## config.mk

```make
export PLATFORM = sky130hd
export DESIGN_NAME = wdt_multich
export DESIGN_NICKNAME = d
export VERILOG_FILES = /design/src/rtl/wdt_multich.sv
export SDC_FILE = /design/constraint.sdc
export NUM_CORES = 1
export LEC_CHECK = 0
export BUFFER_PORTS_ARGS = -buffer_cell sky130_fd_sc_hd__buf_2
export CORE_UTILIZATION = 48
export DETAILED_ROUTE_END_ITERATION = 8
export GPL_ROUTABILITY_DRIVEN = 0
export HOLD_SLACK_MARGIN = 0.1
export PLACE_DENSITY = 0.67
export SLEW_MARGIN = 0
export SYNTH_ARGS = -nofsm -noshare
export SYNTH_HDL_FRONTEND = slang
export SYNTH_SLANG_ARGS = --single-unit
```

## constraint.sdc

```tcl
create_clock -name clk -period 4.8 [get_ports clk]
set_input_delay 0.72 -clock clk [delete_from_list [all_inputs] [get_ports clk]]
set_output_delay 0.72 -clock clk [all_outputs]
set_load 0.03 [all_outputs]
```

## src/rtl/wdt_multich.sv

```systemverilog
// Multi-channel windowed watchdog: one shared prescaler, per-channel timeout/window
// registers and IDLE/RUN/EXPIRED FSM, sticky timeout/early flags and a combined irq.
module wdt_multich #(
   parameter int NUM_CH  = 4,
   parameter int CNT_W   = 32,
   parameter int PRESC_W = 16,
   parameter int CH_W    = (NUM_CH > 1) ? $clog2(NUM_CH) : 1
) (
   input  logic               clk,
   input  logic               rst,
   input  logic [NUM_CH-1:0]  ch_en,
   input  logic [NUM_CH-1:0]  ch_kick,
   input  logic               cfg_we,
   input  logic [CH_W-1:0]    cfg_ch,
   input  logic [CNT_W-1:0]   cfg_tocnt,
   input  logic [CNT_W-1:0]   cfg_win,
   input  logic [PRESC_W-1:0] presc_div,
   input  logic [NUM_CH-1:0]  wto_clr,
   output logic [NUM_CH-1:0]  wto,
   output logic [NUM_CH-1:0]  early,
   output logic               irq
);

   typedef enum logic [1:0] {
      ST_IDLE    = 2'd0,
      ST_RUN     = 2'd1,
      ST_EXPIRED = 2'd2
   } state_t;

   logic [PRESC_W-1:0] pc_reg, pc_next;
   logic               tick;
   logic               irq_reg;

   // A divider lowered below the current count restarts the prescaler.
   always_comb begin
      tick    = (pc_reg == presc_div);
      pc_next = pc_reg + 1'b1;
      if (tick || (pc_reg > presc_div)) begin
         pc_next = '0;
      end
   end

   always_ff @(posedge clk) begin
      if (rst) begin
         pc_reg  <= '0;
         irq_reg <= 1'b0;
      end else begin
         pc_reg  <= pc_next;
         irq_reg <= |(wto | early);
      end
   end

   assign irq = irq_reg;

   genvar gi;
   generate
      for (gi = 0; gi < NUM_CH; gi++) begin : g_ch
         state_t           state_reg, state_next;
         logic [CNT_W-1:0] cnt_reg, cnt_next;
         logic [CNT_W-1:0] tocnt_reg, win_reg;
         logic             wto_reg, wto_next;
         logic             early_reg, early_next;
         logic             set_wto, set_early;
         logic             cfg_hit;
         logic [CNT_W:0]   cnt_inc;

         // Full-width compare so out-of-range indices match no channel.
         assign cfg_hit = cfg_we && (32'(cfg_ch) == gi);
         assign cnt_inc = {1'b0, cnt_reg} + (CNT_W+1)'(1);

         always_comb begin
            state_next = state_reg;
            cnt_next   = cnt_reg;
            set_wto    = 1'b0;
            set_early  = 1'b0;
            case (state_reg)
               ST_IDLE: begin
                  cnt_next = '0;
                  if (ch_en[gi] && (tocnt_reg != '0)) begin
                     state_next = ST_RUN;
                  end
               end
               ST_RUN: begin
                  if (!ch_en[gi] || (tocnt_reg == '0)) begin
                     state_next = ST_IDLE;
                     cnt_next   = '0;
                  end else if (ch_kick[gi]) begin
                     cnt_next = '0;
                     if ((win_reg != '0) && (cnt_reg < win_reg)) begin
                        set_early = 1'b1;
                     end
                  end else if (tick) begin
                     cnt_next = cnt_inc[CNT_W-1:0];
                     if (cnt_inc >= {1'b0, tocnt_reg}) begin
                        set_wto    = 1'b1;
                        state_next = ST_EXPIRED;
                     end
                  end
               end
               ST_EXPIRED: begin
                  if (wto_clr[gi]) begin
                     state_next = ST_IDLE;
                     cnt_next   = '0;
                  end
               end
               default: begin
                  state_next = ST_IDLE;
                  cnt_next   = '0;
               end
            endcase
            // A set event in the same cycle as a clear keeps the flag high.
            wto_next   = set_wto   | (wto_reg   & ~wto_clr[gi]);
            early_next = set_early | (early_reg & ~wto_clr[gi]);
         end

         always_ff @(posedge clk) begin
            if (rst) begin
               state_reg <= ST_IDLE;
               cnt_reg   <= '0;
               tocnt_reg <= '0;
               win_reg   <= '0;
               wto_reg   <= 1'b0;
               early_reg <= 1'b0;
            end else begin
               state_reg <= state_next;
               cnt_reg   <= cnt_next;
               wto_reg   <= wto_next;
               early_reg <= early_next;
               if (cfg_hit) begin
                  tocnt_reg <= cfg_tocnt;
                  win_reg   <= cfg_win;
               end
            end
         end

         assign wto[gi]   = wto_reg;
         assign early[gi] = early_reg;
      end
   endgenerate

endmodule

```

==> flow_summary.ini <==
[die]
design.core.area_um2 = 51200
start_util_pct = 48.5
rows = 83
die_x_um = 230
die_h_um = 230
ios = 106
die-area_um2 = 52700

[clock_network]
holdBufCountCts = 0
cts_tree = yes
numCtsBuffers = 47
post_cts_buffers = 0
htree_levels = 2
clock_sinks = 417
cts_root_buf = clkbuf_16
path_clk_slew_ps = 60
clk_latency_ps = 590
clock_path_buffers = 3
ctsResizeCount = 0

[synthesis]
ys_seq_area_share_pct = 33.6
synth_edf_count = 0
ys.flop_type = dfxtp_1
synth_common_cells = 626 x nand2_1, 417 x dfxtp_1, 378 x a21oi_1, 296 x inv_1, 273 x ha_1
ys_seq_elements = 417
syn-cell-area_um2 = 24800
syn_avg_cell_area_um2 = 7.70
async_flop_share_pct = 0
synthesis.instances = 3228
synth_area_leader_cell = dfxtp_1
ys_warn_count = 0
synth_top_area_share_pct = 33.6
synth_cell_types = 75
syn-num-nets = 3598
synth_most_common_cell = nand2_1
yosys-top-cells-area = dfxtp_1 34%, ha_1 14%, nand2_1 9.5%

[timing]
period_needed_ps = 4130
hold_viol = 0
tightest_slew_ps = 1300
max_freq_ghz = 0.242
drv_slew = 0
slew_headroom_pct = 13.4
fin_setup_tns_ps = 0
rsz0062_at_grt = no
fin_crit_sh_pct = 86.1
setup_viol = 0
fin_skew_ps = 14.4

[global_route]
grt_max_degree = 91
grt_first_pass_wirelength_mm = 125
first_global_vias = 22300
grt_antenna_before_repair = 1
grt_util_all_layers_pct = 30.5
grt_overflow = 0

[detailed_routing]
drtIter0Drc = 2062
ant_nets = 0
post_drt_wl_per_cell_um = 20.7
viasPerCell = 5.97
drc = 0
vias = 23600
drt_pass1_iterations = 8
wl_mm = 81.8

[run]
drv_cap = 0

[critical_path]
cp-startpoint = g_ch[3].cnt_reg[0]
crit_path_end_kind = flip-flop
reg2reg_from = g_ch[3].cnt_reg[0]
start_kind = flip-flop
r2r_end = g_ch[3].state_reg[1]
reg2reg_slack_ps = 670
cp.required_ps = 5240
cp_max_fo = 7
rr_worst_depth = 12
cp.arrival_ps = 4570
path_class = reg -> reg
cp-endpoint = g_ch[3].state_reg[1]

[cells_and_area]
final_nets = 3612
multi_input_area_um2 = 14800
layout-drive-gt1-share_pct = 7.66
antenna_cells = 0
regArea_um2 = 8350
fill_cells = 4826
areaGrowthSynthToFinish_pct = 10.3
final_area_um2 = 27400

[run_status]
status = finished clean

[power_and_ir_drop]
ir_worst_vdd_mv = 0.241
power_density_nw_per_um2 = 295
cellLeakagePower_nw = 10.6

[hold_path]
hp-class = in -> reg

[place]
dp.final_hpwl_mm = 58.9
place_area_um2 = 25800
io_buffers = 105
## metal layers
metal  routed length [um]  up-vias  track usage (%)
li1                     -    11300                -
met1                34300    11200             39.5
met2                35200      930             47.0
met3                 6480      227             5.17
met4                 5880        0             19.5
met5                    0        -                0
## power by group
group	total, W	internal [W]	switching (W)
logic	0.000766	0.000234	0.000532
clock network	0.00371	0.00217	0.00154
registers	0.00361	0.00354	0.0000700
## how the worst min path moves through the flow
stage | startpoint | to | cells past startpoint
after floorplan | g_ch[0].win_reg[0] | g_ch[0].win_reg[0] | 2
after global placement | g_ch[0].win_reg[18] | g_ch[0].win_reg[18] | 2
after detailed placement | g_ch[0].win_reg[11] | g_ch[0].win_reg[11] | 2
after CTS | wto_clr[2] | g_ch[2].wto_reg | 3
after global routing | cfg_win[28] | g_ch[3].win_reg[28] | 3
final | cfg_win[24] | g_ch[1].win_reg[24] | 3
## cell usage in the layout, fill, tap and decap left out, drive strengths merged, types with 11 or more instances in the layout
master	count
nor2	129
a211oi	45
a22oi	39
a221o	12
a31oi	19
o211ai	13
nand4	94
and3	40
nand2b	16
and4	18
xor2	43
xnor2	87
buf	134
clkinv	11
nand3	83
a21oi	378
inv	297
a311oi	21
and2	14
ha	273
o21a	22
dfxtp	417
nor3	50
nor4	88
clkbuf	65
nand2	626
o31ai	19
o21ai	80
nor2b	15
a21o	32
## worst max-delay path, cell delays in order (launching register included)
cell,delay [ps]
dfxtp_1,450
ha_1,360
nand3_4,150
or4_4,590
or3_4,420
xnor2_1,180
ha_1,280
a21o_1,160
a21o_1,170
a211oi_1,230
o211ai_1,110
a2111oi_0,680
o21ai_0,210
## final cells by class
type / instances / share of cell area, %
Sequential cell: 417 / 30.5
Multi-Input combinational cell: 2346 / 53.9
Clock inverter: 19 / 0.671
Clock buffer: 65 / 5.06
Inverter: 296 / 4.05
Timing Repair Buffer: 134 / 2.75
Tap cell: 680 / 3.11
## cell families (layout without fill, tap and decap cells)
logic type               after synthesis  after routing  synth area share, %
AO/OA/AOI/OAI                        730            730                 17.9
XOR/XNOR                             130            130                 4.58
adder cells (fa/ha/maj)              273            273                 13.7
buffers and inverters                465            514                 7.29
flip-flops                           417            417                 33.6
multiplexers                           4              4                0.166
AND/OR/NAND/NOR                     1209           1209                 22.7
## metrics by stage
step	worst slack (ps)	utilization (%)	hold slack, ps	total power [W]	std cells
final	667	53.5	465	0.00809	3957
after global routing	244	53.5	453	0.00835	3957
after CTS	684	53.5	444	0.00812	3957
after detailed placement	743	50.5	463	0.00444	3873
after global placement	834	50.5	460	0.00441	3873
after floorplan	1200	-	444	0.00410	3228
Power figures use the tool's default switching activity.
